## src/rtl/btn_bin_counter.sv

```systemverilog
// Three debounced push-buttons (inc/dec/clr) driving a WIDTH-bit up/down counter.
// Optional auto-repeat on inc/dec: define BTN_BIN_COUNTER_AUTOREPEAT_EN.

module btn_bin_counter_chan #(
    parameter int DB_CYCLES = 65536
) (
    input  logic clk,
    input  logic rst_n,
    input  logic btn,
    output logic level
);
    localparam int CW = (DB_CYCLES > 2) ? $clog2(DB_CYCLES) : 1;

    logic          s_meta;
    logic          s_sync;
    logic [CW-1:0] cnt;

    always_ff @(posedge clk or negedge rst_n) begin
        if (!rst_n) begin
            s_meta <= 1'b0;
            s_sync <= 1'b0;
            level  <= 1'b0;
            cnt    <= '0;
        end else begin
            s_meta <= btn;
            s_sync <= s_meta;
            if (s_sync == level) begin
                cnt <= '0;
            end else if (cnt == CW'(DB_CYCLES - 1)) begin
                level <= s_sync;
                cnt   <= '0;
            end else begin
                cnt <= cnt + 1'b1;
            end
        end
    end
endmodule

`ifdef BTN_BIN_COUNTER_AUTOREPEAT_EN
module btn_bin_counter_rpt #(
    parameter int REPEAT_DELAY  = 25000000,
    parameter int REPEAT_PERIOD = 5000000
) (
    input  logic clk,
    input  logic rst_n,
    input  logic level,
    input  logic press,
    output logic rpt
);
    localparam int RPT_MAX = (REPEAT_DELAY > REPEAT_PERIOD) ? REPEAT_DELAY : REPEAT_PERIOD;
    localparam int TW      = $clog2(RPT_MAX + 1);

    logic [TW-1:0] timer;
    logic          periodic;

    // timer counts cycles since the last step; first target is the delay, then the period
    always_comb begin
        rpt = level & ~press &
              (timer == (periodic ? TW'(REPEAT_PERIOD - 1) : TW'(REPEAT_DELAY - 1)));
    end

    always_ff @(posedge clk or negedge rst_n) begin
        if (!rst_n) begin
            timer    <= '0;
            periodic <= 1'b0;
        end else if (!level || press) begin
            timer    <= '0;
            periodic <= 1'b0;
        end else if (rpt) begin
            timer    <= '0;
            periodic <= 1'b1;
        end else begin
            timer <= timer + 1'b1;
        end
    end
endmodule
`endif

module btn_bin_counter #(
    parameter int WIDTH         = 4,
    parameter int DB_CYCLES     = 65536,
    parameter int REPEAT_DELAY  = 25000000,
    parameter int REPEAT_PERIOD = 5000000
) (
    input  logic             clk,
    input  logic             rst_n,
    input  logic             i_btn_inc,
    input  logic             i_btn_dec,
    input  logic             i_btn_clr,
    output logic [WIDTH-1:0] o_data,
    output logic             o_wrap
);
    if (WIDTH < 1 || DB_CYCLES < 2 || REPEAT_DELAY < 1 || REPEAT_PERIOD < 1) begin : g_bad_param
        $error("btn_bin_counter: illegal parameter value");
    end

    logic [2:0] lvl;
    logic [2:0] lvl_q;
    logic [2:0] press;
    logic       inc_step;
    logic       dec_step;
    logic       clr_step;

    btn_bin_counter_chan #(.DB_CYCLES(DB_CYCLES)) u_inc (
        .clk(clk), .rst_n(rst_n), .btn(i_btn_inc), .level(lvl[0])
    );
    btn_bin_counter_chan #(.DB_CYCLES(DB_CYCLES)) u_dec (
        .clk(clk), .rst_n(rst_n), .btn(i_btn_dec), .level(lvl[1])
    );
    btn_bin_counter_chan #(.DB_CYCLES(DB_CYCLES)) u_clr (
        .clk(clk), .rst_n(rst_n), .btn(i_btn_clr), .level(lvl[2])
    );

    always_ff @(posedge clk or negedge rst_n) begin
        if (!rst_n) lvl_q <= '0;
        else        lvl_q <= lvl;
    end

    assign press = lvl & ~lvl_q;

`ifdef BTN_BIN_COUNTER_AUTOREPEAT_EN
    logic inc_rpt;
    logic dec_rpt;

    btn_bin_counter_rpt #(.REPEAT_DELAY(REPEAT_DELAY), .REPEAT_PERIOD(REPEAT_PERIOD)) u_inc_rpt (
        .clk(clk), .rst_n(rst_n), .level(lvl[0]), .press(press[0]), .rpt(inc_rpt)
    );
    btn_bin_counter_rpt #(.REPEAT_DELAY(REPEAT_DELAY), .REPEAT_PERIOD(REPEAT_PERIOD)) u_dec_rpt (
        .clk(clk), .rst_n(rst_n), .level(lvl[1]), .press(press[1]), .rpt(dec_rpt)
    );

    assign inc_step = press[0] | inc_rpt;
    assign dec_step = press[1] | dec_rpt;
`else
    assign inc_step = press[0];
    assign dec_step = press[1];
`endif
    assign clr_step = press[2];

    always_ff @(posedge clk or negedge rst_n) begin
        if (!rst_n) begin
            o_data <= '0;
            o_wrap <= 1'b0;
        end else if (clr_step) begin
            o_data <= '0;
            o_wrap <= 1'b0;
        end else if (inc_step && dec_step) begin
            o_wrap <= 1'b0;
        end else if (inc_step) begin
            o_data <= o_data + 1'b1;
            o_wrap <= &o_data;
        end else if (dec_step) begin
            o_data <= o_data - 1'b1;
            o_wrap <= (o_data == '0);
        end else begin
            o_wrap <= 1'b0;
        end
    end
endmodule

```

## config.mk

```make
export PLATFORM = sky130hd
export DESIGN_NAME = btn_bin_counter
export DESIGN_NICKNAME = d
export VERILOG_FILES = /design/src/rtl/btn_bin_counter.sv
export SDC_FILE = /design/constraint.sdc
export NUM_CORES = 1
export LEC_CHECK = 0
export ABC_AREA = 1
export BUFFER_PORTS_ARGS = -buffer_cell sky130_fd_sc_hd__buf_4
export CORE_MARGIN = 2
export CORE_UTILIZATION = 56
export CTS_CLUSTER_DIAMETER = 120
export DETAILED_ROUTE_END_ITERATION = 7
export PLACE_DENSITY = 0.83
export RECOVER_POWER = 50
export SKIP_LAST_GASP = 1
export SLEW_MARGIN = 20
export SYNTH_ARGS = -nofsm -noshare
export SYNTH_HDL_FRONTEND = slang
export SYNTH_HIERARCHICAL = 1
export SYNTH_SLANG_ARGS = --single-unit
```

## constraint.sdc

```tcl
create_clock -name clk -period 1.4 [get_ports clk]
set_input_delay 0.21 -clock clk [delete_from_list [all_inputs] [get_ports clk]]
set_output_delay 0.21 -clock clk [all_outputs]
set_load 0.02 [all_outputs]
```

==> impl_metrics.yaml <==
clock_network:
  path_clk_slew_ns: 0.07
  cts.htree.levels: 3
  cts.path.max_buffers: 2
  cts_tree: "built"
  clock_latency_ns: 0.33
  cts_root_buf: "clkbuf_8"
  numCtsBuffers: 9
  clock_sinks: 65
placement:
  dp_slack_ns: -0.0564
  place_congestion: 0.921
  place_hpwl_um: 4590
  place_inst: 505
  io_buffers: 9
power_and_ir_drop:
  peakVddDrop_uv: 778
  p_per_area_nw_per_um2: 846
  p_leak_nw: 1.84
  total_power_mw: 3.56
timing:
  fin_skew_ns: 0.00989
  worst_pin_slew_ns: 0.762
  fin_ws_ns: 0.00387
  rsz0062_at_grt: "yes"
  fmax_ghz: 0.716
  post-route-period-util_pct: 99.7
  slew_violations: 0
  finalHoldViolCount: 0
  maxSlewHeadroom_pct: 49.2
  timing.final.crit_period_ns: 1.40
  final.setup.tns_ns: 0
  setup_viol: 0
logic_synthesis:
  synth.net_count: 416
  synth_top_area_share_pct: 45.6
  ys_ff_latch: 65
  yosysMostFrequentCell: "nand2_1"
  yosysWarnings: 6
  synthMuxAreaShare_pct: 0
  synth_xor_area_share_pct: 6.76
  synthCells: 406
  synthAdderAreaFrac_pct: 1.75
  synth_ff_type: "dfrtp_1"
  synth_edf_count: 0
  synthArstFlopShare_pct: 100
  synth_area_leader_cell: "dfrtp_1"
  yosysSeqAreaShare_pct: 45.6
  synthTopCellsByArea: "dfrtp_1 46%, nand2_1 9.8%, nor2_2 6.5%"
  synth_top_family_by_area: "simple AND/OR/NAND/NOR gates"
  yosysUniqueCellTypes: 26
  netlist_top_cells_count: "93 x nand2_1, 65 x dfrtp_1, 41 x nor2_1"
  yosys.area_share.simple_pct: 37.1
  syn_area_um2: 3570
  synth_area_per_cell_um2: 8.80
  synth_compound_area_share_pct: 3.85
worst_setup_path:
  critical_path_arrival_ns: 1.63
  crit_top_cell: "nand2_1"
  cp_max_fo: 3
  slowest_stage: "dfrtp_1"
  cp_top_family: "simple AND/OR/NAND/NOR gates"
  path_cells: "inv_2 > nand2_4 > ha_4 > nand2_1 > nand3b_1 > nand2_1 > nand2_1 > nand3_2 > nand2_1"
  critPathBufInv: 1
  cp.depth: 9
  worstSetupEndpointType: "register"
  cpPeakStageDelay_ns: 0.38
  worst-r2r-cell-count: 9
  cp.required_ns: 1.63
  critical_path_class: "register to register"
  worstSetupStartpointType: "register"
floorplan:
  placementRows: 29
  dieArea_um2: 7030
  num_io_pins: 10
  core_area_um2: 6240
  initial_core_util_pct: 57.2
  die_x_um: 83.9
  die_y_um: 83.9
grt:
  grtUsageTotal_pct: 20.2
  grt_pass1_vias: 2672
  antenna_found_initial: 0
  grt_pass1_wl_um: 11400
  grt_max_degree: 31
  overflow: 0
min_path:
  min_path_cells: 0
  hold_class: "register to register"
outcome:
  status: "finished clean"
routing:
  ant_nets: 0
  drt_wl_total_um: 6690
  dr.pass1.iters: 4
  drc_errors: 0
  wl_per_cell_um: 12.6
  routed_via_density: 5.05
  drt_iter0_markers: 91
  num_vias: 2686
cells_and_area:
  fillCellCount: 490
  insertedDiodeCount: 0
  post-route-util_pct: 67.4
  layout.cells.non_filler: 532
  syn_to_final_growth_pct: 17.8
  fin_nets: 460
  drive_above_1_share_pct: 32.7
flow_run:
  cap_violations: 0
## metrics by stage
step	hold WS, ns	area (µm²)
floorplan	-0.0856	3570
global placement	0.166	3850
detailed placement	0.169	3850
CTS	0.343	4100
global route	0.367	4210
finish	0.357	4210
## cell usage in the layout, fill, tap and decap left out, types with 2 or more instances in the layout
cell           instances
dfrtp_1               63
clkbuf_8              10
nor2_1                41
dfrtp_2                2
o21ai_2                3
xnor2_1                6
o21ai_1                4
clkinvlp_4             4
dlygate4sd3_1          4
nand2_8                3
a21oi_1                3
inv_1                 29
ha_4                   4
xor2_1                16
nor2_2                37
buf_4                 21
nand2_4               13
clkinv_1               4
inv_2                 14
nand3_1               22
o21bai_1               9
clkbuf_4               3
nand4_1                9
xor2_2                 2
nand3_2                4
nand2_2               11
nor3_2                 3
nor2_4                 9
nand2_1               93
## path summary, 6_finish.rpt
| kind | startpoint | to | slack (ns) |
|---|---|---|---|
| worst min register to register | u_inc/s_meta$_DFF_PN0_ | u_inc/s_sync$_DFF_PN0_ | 0.36 |
| min in group asynchronous | rst_n | u_inc/cnt[9]$_DFF_PN0_ | 0.47 |
| worst max register to register | lvl_q[0]$_DFF_PN0_ | o_data[3]$_DFFE_PN0P_ | 0.004 |
| max in group asynchronous | rst_n | u_inc/cnt[0]$_DFF_PN0_ | 0.26 |
| worst min-delay path | u_inc/s_meta$_DFF_PN0_ | u_inc/s_sync$_DFF_PN0_ | 0.36 |
| worst max-delay path | lvl_q[0]$_DFF_PN0_ | o_data[3]$_DFFE_PN0P_ | 0.004 |
## state kept, by name, indices dropped and copies added (netlist names)
signal and flops:
u_dec/s_meta 1, u_clr/cnt 16, u_inc/cnt 16, lvl_q 3, u_clr/s_meta 1, u_dec/level 1, u_inc/s_meta 1, u_dec/s_sync 1
u_clr/s_sync 1, u_dec/cnt 16, u_inc/level 1, u_clr/level 1, u_inc/s_sync 1, o_wrap 1, o_data 4
## worst reg2reg max path, delay by kind of cell, from the launching register on
family	cells	cell delay [ns]
and+or+nand+nor	7	0.54
DFF	1	0.38
adders and majority gates	1	0.27
buffers and inverters	1	0.08
## layout make-up
cell class / count / area [µm²] / area share, %
Clock buffer: 10 / 138 / 3.27
Clock inverter: 6 / 43.8 / 1.04
Inverter: 47 / 176 / 4.19
Multi-Input combinational cell: 297 / 1880 / 44.6
Sequential cell: 65 / 1630 / 38.7
Tap cell: 77 / 96.3 / 2.29
Timing Repair Buffer: 30 / 245 / 5.83
## kinds of logic after synthesis
logic type      after synthesis
buf+inv                      47
flops                        65
fa+ha+maj                     5
simple gates                244
xor+xnor                     25
compound gates               20
## routing by layer
metal  track usage, %  up-vias  wire length, µm
li1                 -     1358                -
met1             23.8     1274             2910
met2             35.3       44             3460
met3             5.14       10              194
met4             7.62        0              120
met5                0        -                0
## repair_timing
| item | in CTS | in global routing |
|---|---|---|
| cloned | 0 | 3 |
| pin swaps | 2 | 0 |
| setup buffers | 2 | 2 |
| endpoints found under the setup margin | 1 | 36 |
| endpoints found under the hold margin | 31 | 0 |
| hold buffers | 4 | 0 |
| resized for setup | 1 | 10 |
## power breakdown
group          leakage [nW]  internal (mW)  total (mW)  switching, mW
sequential            0.884           1.91        1.94         0.0313
clock                0.0805          0.689        1.42          0.732
combinational         0.875         0.0849       0.202          0.117
Power figures use the tool's default switching activity.
